[config.mk]
export PLATFORM = sky130hd
export DESIGN_NAME = fir_filter
export DESIGN_NICKNAME = d
export VERILOG_FILES = /design/src/rtl/fir_filter.sv
export SDC_FILE = /design/constraint.sdc
export NUM_CORES = 2
export LEC_CHECK = 0
export ABC_AREA = 1
export CAP_MARGIN = 40
export CORE_MARGIN = 2
export CORE_UTILIZATION = 40
export DETAILED_ROUTE_END_ITERATION = 12
export HOLD_SLACK_MARGIN = 0.06
export SETUP_SLACK_MARGIN = 0.1
export SYNTH_ARGS = -nofsm -noshare
export SYNTH_HDL_FRONTEND = slang
export SYNTH_SLANG_ARGS = --single-unit
export TNS_END_PERCENT = 100
[constraint.sdc]
create_clock -name axis_clk -period 9.1 [get_ports axis_clk]
set_clock_uncertainty 0.05 [all_clocks]
set_input_delay 1.365 -clock axis_clk [delete_from_list [all_inputs] [get_ports axis_clk]]
set_output_delay 1.365 -clock axis_clk [all_outputs]
set_load 0.05 [all_outputs]
[src/rtl/fir_filter.sv]
// fir_filter: AXI-Lite programmed 11-tap FIR over AXI-Stream; define FIR_DONE_CLEAR_ON_READ_EN to clear ap_done on a read of ap_ctrl
module fir_filter #(
  parameter int pADDR_WIDTH = 12,
  parameter int pDATA_WIDTH = 32,
  parameter int Tape_Num = 11
) (
  input  logic                       axis_clk,
  input  logic                       axis_rst,
  input  logic                       awvalid,
  output logic                       awready,
  input  logic [pADDR_WIDTH-1:0]     awaddr,
  input  logic                       wvalid,
  output logic                       wready,
  input  logic [pDATA_WIDTH-1:0]     wdata,
  input  logic                       arvalid,
  output logic                       arready,
  input  logic [pADDR_WIDTH-1:0]     araddr,
  output logic                       rvalid,
  input  logic                       rready,
  output logic [pDATA_WIDTH-1:0]     rdata,
  input  logic                       ss_tvalid,
  input  logic [pDATA_WIDTH-1:0]     ss_tdata,
  input  logic                       ss_tlast,
  output logic                       ss_tready,
  output logic                       sm_tvalid,
  output logic [pDATA_WIDTH-1:0]     sm_tdata,
  output logic                       sm_tlast,
  input  logic                       sm_tready,
  output logic [pDATA_WIDTH/8-1:0]   tap_WE,
  output logic                       tap_EN,
  output logic [pDATA_WIDTH-1:0]     tap_Di,
  output logic [pADDR_WIDTH-1:0]     tap_A,
  input  logic [pDATA_WIDTH-1:0]     tap_Do,
  output logic [pDATA_WIDTH/8-1:0]   data_WE,
  output logic                       data_EN,
  output logic [pDATA_WIDTH-1:0]     data_Di,
  output logic [pADDR_WIDTH-1:0]     data_A,
  input  logic [pDATA_WIDTH-1:0]     data_Do
);
  typedef enum logic [2:0] {IDLE, CLEAR, WAIT_IN, MAC, OUT, DONE} state_t;
  localparam logic [pADDR_WIDTH-1:0] CTRL_A = '0;
  localparam logic [pADDR_WIDTH-1:0] LEN_A = pADDR_WIDTH'('h10);
  localparam logic [pADDR_WIDTH-1:0] TAP_LO = pADDR_WIDTH'('h20);
  localparam logic [pADDR_WIDTH-1:0] TAP_HI = pADDR_WIDTH'('h48);
  localparam logic [3:0] LAST_K = 4'(Tape_Num - 1);
  localparam logic [3:0] NK = 4'(Tape_Num);
  state_t state;
  logic ap_start, ap_done, ap_idle, last, busy;
  logic [pDATA_WIDTH-1:0] data_length, count, acc, prod;
  logic [3:0] ptr, didx, k;
  logic [1:0] rd;
  logic [pADDR_WIDTH-1:0] raddr;
  logic wr_hs, ar_hs, aw_tap, ar_tap, r_tap, tap_w;
  logic unused_tlast;
  assign unused_tlast = ss_tlast;
  assign busy = state != IDLE;
  assign wr_hs = awvalid & wvalid & !axis_rst;
  assign awready = wr_hs;
  assign wready = wr_hs;
  assign aw_tap = awaddr >= TAP_LO && awaddr <= TAP_HI;
  assign ar_tap = araddr >= TAP_LO && araddr <= TAP_HI;
  assign r_tap = raddr >= TAP_LO && raddr <= TAP_HI;
  assign tap_w = wr_hs & aw_tap & !busy;
  // a tap write owns the single RAM port this cycle, so a coinciding tap read waits
  assign arready = arvalid & (rd == 2'd0) & !axis_rst & !(tap_w & ar_tap);
  assign ar_hs = arvalid & arready;
  assign rvalid = rd == 2'd2;
  assign ss_tready = state == WAIT_IN;
  assign sm_tvalid = state == OUT;
  assign sm_tlast = (state == OUT) & last;
  assign prod = tap_Do * data_Do;
  always_comb begin
    tap_EN = 1'b0;
    tap_WE = '0;
    tap_A = '0;
    tap_Di = '0;
    if (state == MAC) begin
      tap_EN = k <= LAST_K;
      tap_A = pADDR_WIDTH'({k, 2'b00});
    end else if (!busy) begin
      tap_EN = tap_w | (ar_hs & ar_tap);
      tap_WE = tap_w ? '1 : '0;
      tap_A = tap_w ? awaddr - TAP_LO : araddr - TAP_LO;
      tap_Di = wdata;
    end
  end
  always_comb begin
    data_EN = 1'b0;
    data_WE = '0;
    data_A = '0;
    data_Di = '0;
    if (state == CLEAR) begin
      data_EN = 1'b1;
      data_WE = '1;
      data_A = pADDR_WIDTH'({k, 2'b00});
    end else if (state == WAIT_IN) begin
      data_EN = ss_tvalid;
      data_WE = ss_tvalid ? '1 : '0;
      data_A = pADDR_WIDTH'({ptr, 2'b00});
      data_Di = ss_tdata;
    end else if (state == MAC) begin
      data_EN = k <= LAST_K;
      data_A = pADDR_WIDTH'({didx, 2'b00});
    end
  end
  always_ff @(posedge axis_clk) begin
    if (axis_rst) begin
      state <= IDLE;
      ap_start <= 1'b0;
      ap_done <= 1'b0;
      ap_idle <= 1'b1;
      data_length <= '0;
      count <= '0;
      acc <= '0;
      ptr <= '0;
      didx <= '0;
      k <= '0;
      last <= 1'b0;
      rd <= '0;
      raddr <= '0;
      rdata <= '0;
      sm_tdata <= '0;
    end else begin
      ap_start <= 1'b0;
      if (ar_hs) begin
        raddr <= araddr;
        rd <= 2'd1;
      end else if (rd == 2'd1) begin
        rdata <= raddr == CTRL_A ? {{(pDATA_WIDTH-3){1'b0}}, ap_idle, ap_done, ap_start & !busy} :
                 raddr == LEN_A ? data_length :
                 r_tap ? (busy ? '1 : tap_Do) : '0;
        rd <= 2'd2;
`ifdef FIR_DONE_CLEAR_ON_READ_EN
        if (raddr == CTRL_A) ap_done <= 1'b0;
`else
`endif
      end else if (rd == 2'd2 && rready) begin
        rd <= 2'd0;
      end
      if (wr_hs && !busy && awaddr == LEN_A) data_length <= wdata;
      case (state)
        IDLE: if (wr_hs && awaddr == CTRL_A && wdata[0]) begin
          ap_start <= 1'b1;
          ap_idle <= 1'b0;
          ap_done <= 1'b0;
          ptr <= '0;
          count <= '0;
          k <= '0;
          state <= data_length == '0 ? DONE : CLEAR;
        end
        CLEAR: begin
          k <= k == LAST_K ? 4'd0 : k + 4'd1;
          if (k == LAST_K) state <= WAIT_IN;
        end
        WAIT_IN: if (ss_tvalid) begin
          k <= '0;
          acc <= '0;
          didx <= ptr;
          state <= MAC;
        end
        MAC: begin
          // RAM reads land one cycle after issue, so the accumulate trails the tap index by one
          k <= k + 4'd1;
          didx <= didx == 4'd0 ? LAST_K : didx - 4'd1;
          if (k != 4'd0) acc <= acc + prod;
          if (k == NK) begin
            sm_tdata <= acc + prod;
            last <= count + 1'b1 == data_length;
            state <= OUT;
          end
        end
        OUT: if (sm_tready) begin
          ptr <= ptr == LAST_K ? 4'd0 : ptr + 4'd1;
          count <= count + 1'b1;
          state <= last ? DONE : WAIT_IN;
        end
        DONE: begin
          ap_done <= 1'b1;
          ap_idle <= 1'b1;
          state <= IDLE;
        end
        default: state <= IDLE;
      endcase
    end
  end
endmodule

==> insert_results.sql <==
INSERT INTO impl_metrics (metric_group, metric, value, unit) VALUES
('synth', 'syn_area_per_cell', '7.00', 'µm²'),
('synth', 'synth.ff_latch_count', '193', ''),
('grt', 'grt_overflow_total', '0', ''),
('setup_path', 'r2r-start', 'acc[22]$_SDFFE_PP0P_', ''),
('final_layout', 'fraction_of_final_layout_cells_sized_beyond_drive_strength_1', '4.46', '%'),
('final_layout', 'final.fill_count', '7179', ''),
('grt', 'via_count_of_the_first_global_routing_pass', '25600', ''),
('sta', 'grt_setup_unrepaired', 'false', ''),
('cts', 'clock_path_buffers', '2', ''),
('routing', 'drt_first_pass_iters', '5', ''),
('die', 'floorplan.core_area', '0.0703', 'mm²'),
('setup_path', 'crit_path_end', 'sm_tdata[30]$_SDFFE_PP0P_', ''),
('synth', 'synthCells', '4065', ''),
('die', 'floorplan.die.height', '271', 'µm'),
('setup_path', 'timing.setup.critical_path_class', 'primary input to flop', ''),
('setup_path', 'worstSetupStartpointType', 'primary input', ''),
('place', 'post-dp-hpwl', '69.6', 'mm'),
('cts', 'cts-buffers-inserted', '17', ''),
('die', 'row_count', '97', ''),
('routing', 'routed_wirelength', '85.8', 'mm'),
('synth', 'yosys.area.top_type_share', '30.8', '%'),
('setup_path', 'reg2reg_slack', '2.41', 'ns'),
('routing', 'ant_nets', '0', ''),
('setup_path', 'critPathRequiredTime', '9.40', 'ns'),
('cts', 'numClockSinks', '193', ''),
('grt', 'grt_antenna_before_repair', '2', ''),
('cts', 'cts_htree_levels', '4', ''),
('synth', 'synth_commonest_cells', 'inv_1 (1,084), nand2_1 (1,066), fa_1 (438)', ''),
('synth', 'mappedNetlistArea', '0.0284', 'mm²'),
('status', 'result_of_the_run', 'completed', ''),
('setup_path', 'crit_cells', '28', ''),
('routing', 'drc_marker_count_from_the_first_detailed_route_iteration', '1401', ''),
('synth', 'ys.flop_type', 'dfxtp_1', ''),
('sta', 'hold_viol', '0', ''),
('sta', 'timing.setup.tns', '0', 'ns'),
('place', 'finalWeightedCongestion', '0.900', ''),
('setup_path', 'critical_path_arrival', '8.57', 'ns'),
('setup_path', 'critPathMaxStageDelay', '0.82', 'ns'),
('die', 'die_area', '0.0733', 'mm²'),
('synth', 'synth_most_common_cell', 'inv_1', ''),
('routing', 'route.detailed.vias_per_inst', '4.78', ''),
('sta', 'tightest_slew', '0.890', 'ns'),
('synth', 'yosys.area.top_type', 'fa_1', ''),
('grt', 'groute.usage.overall', '23.9', '%'),
('cts', 'post_cts_repair_timing_setup_buffer_count', '0', ''),
('synth', 'sequential_share_of_the_synthesized_area', '13.6', '%'),
('synth', 'ys_async_sr_fraction', '0', '%'),
('routing', 'detail_route.drc_violations', '0', ''),
('setup_path', 'endpoint_kind', 'flop', ''),
('setup_path', 'worstSetupStartpoint', 'tap_Do[18]', ''),
('setup_path', 'reg2reg_to', 'acc[31]$_SDFFE_PP0P_', ''),
('final_layout', 'syn2layout_area_growth', '17.2', '%'),
('synth', 'yosys_warnings', '0', ''),
('final_layout', 'design.final.nets', '5029', ''),
('sta', 'fin_crit', '8.27', 'ns'),
('worst_hold_path', 'hold_path_depth', '2', ''),
('routing', 'post_drt_wl_per_cell', '16.4', 'µm'),
('grt', 'grt_pass1_wl', '139', 'mm'),
('cts', 'insertion_delay', '0.46', 'ns'),
('cts', 'holdBufCountCts', '0', ''),
('place', 'portBuffers', '320', ''),
('worst_hold_path', 'hold_class', 'flop to flop', ''),
('setup_path', 'timing.critical_path.slowest_stage_cell', 'clkdlybuf4s50_1', ''),
('setup_path', 'worstPathMaxFanout', '10', ''),
('job', 'max_cap_viol_count', '0', ''),
('setup_path', 'worst-path-buf-inv', '8', ''),
('sta', 'whs', '0.408', 'ns'),
('grt', 'grt_start_max_net_pins', '73', ''),
('sta', 'timing.slew.headroom', '40.4', '%'),
('setup_path', 'critPathTopFamily', 'adder cells', ''),
('die', 'start_util', '40.5', '%');
-- cells by family (layout without fill, tap and decap cells) --
logic type	count (synthesis)	after routing	share of synthesized area, %
fa+ha+maj	574	574	36.8
compound gates	384	384	7.94
xor+xnor	53	53	1.63
buf+inv	1298	1533	17.6
flops	193	193	13.6
other cells	1	9	0.0132
simple gates	1562	1562	22.4
-- placed cells by master (no fill, tap or decap), drive strengths merged, types with 9 or more instances in the layout --
cell / n
inv: 1100
nand2: 1072
fa: 438
clkdlybuf4s50: 319
nor2: 262
dfxtp: 193
a21oi: 162
ha: 136
nand3: 127
o21ai: 107
buf: 83
xor2: 44
o211ai: 43
a211oi: 36
nor3: 30
or2: 26
nand4: 20
clkbuf: 20
nor4: 16
xnor2: 9
-- sequential cells by signal (all words and copies together), names as in the netlist --
register,count
ap_done,1
ap_idle,1
ap_start,1
k,4
raddr,12
data_length,32
sm_tdata,32
rd,2
acc,32
ptr,4
rdata,32
didx,4
last,1
count,32
state,3
-- tightest hold or removal path, cell delays in order (launching register included) --
cell and delay (ns):
dfxtp_1 0.33, nand2_1 0.05, nand3_1 0.05
-- worst min-delay path by stage --
stage | from | end
after floorplan | ap_idle$_SDFFE_PP1P_ | ap_idle$_SDFFE_PP1P_
after global placement | ap_idle$_SDFFE_PP1P_ | ap_idle$_SDFFE_PP1P_
after detailed placement | ap_idle$_SDFFE_PP1P_ | ap_idle$_SDFFE_PP1P_
after CTS | ap_idle$_SDFFE_PP1P_ | ap_idle$_SDFFE_PP1P_
after global routing | acc[4]$_SDFFE_PP0P_ | acc[4]$_SDFFE_PP0P_
final | ap_idle$_SDFFE_PP1P_ | ap_idle$_SDFFE_PP1P_
-- per-stage QoR --
stage          instance area [µm²]  instances  utilization [%]
2_1_floorplan                28500       4072                -
3_3_place_gp                 32700       5214             46.5
3_5_place_dp                 32700       5215             46.6
4_1_cts                      33300       5247             47.4
5_1_grt                      33300       5247             47.4
6_report                     33300       5248             47.4
-- metal layers --
| metal | track usage [%] | routed length, µm |
|---|---|---|
| met5 | 0 | 8 |
| met4 | 6.83 | 2300 |
| met3 | 2.72 | 4400 |
| met2 | 40.8 | 40900 |
| met1 | 31.9 | 38300 |
-- cell type report --
| class | instances | area, µm² | share of cell area [%] |
|---|---|---|---|
| multi-input cells | 2581 | 19600 | 58.8 |
| clock inverters | 12 | 141 | 0.424 |
| inverters | 1099 | 4130 | 12.4 |
| well taps | 940 | 1180 | 3.53 |
| repair buffers | 402 | 3940 | 11.8 |
| clock buffers | 20 | 467 | 1.40 |
| diodes | 1 | 2.50 | 0.00751 |
| flip-flops and latches | 193 | 3860 | 11.6 |
Power is not shown: default switching activity piles up to over one toggle a cycle in this logic, so the estimate is an artifact.
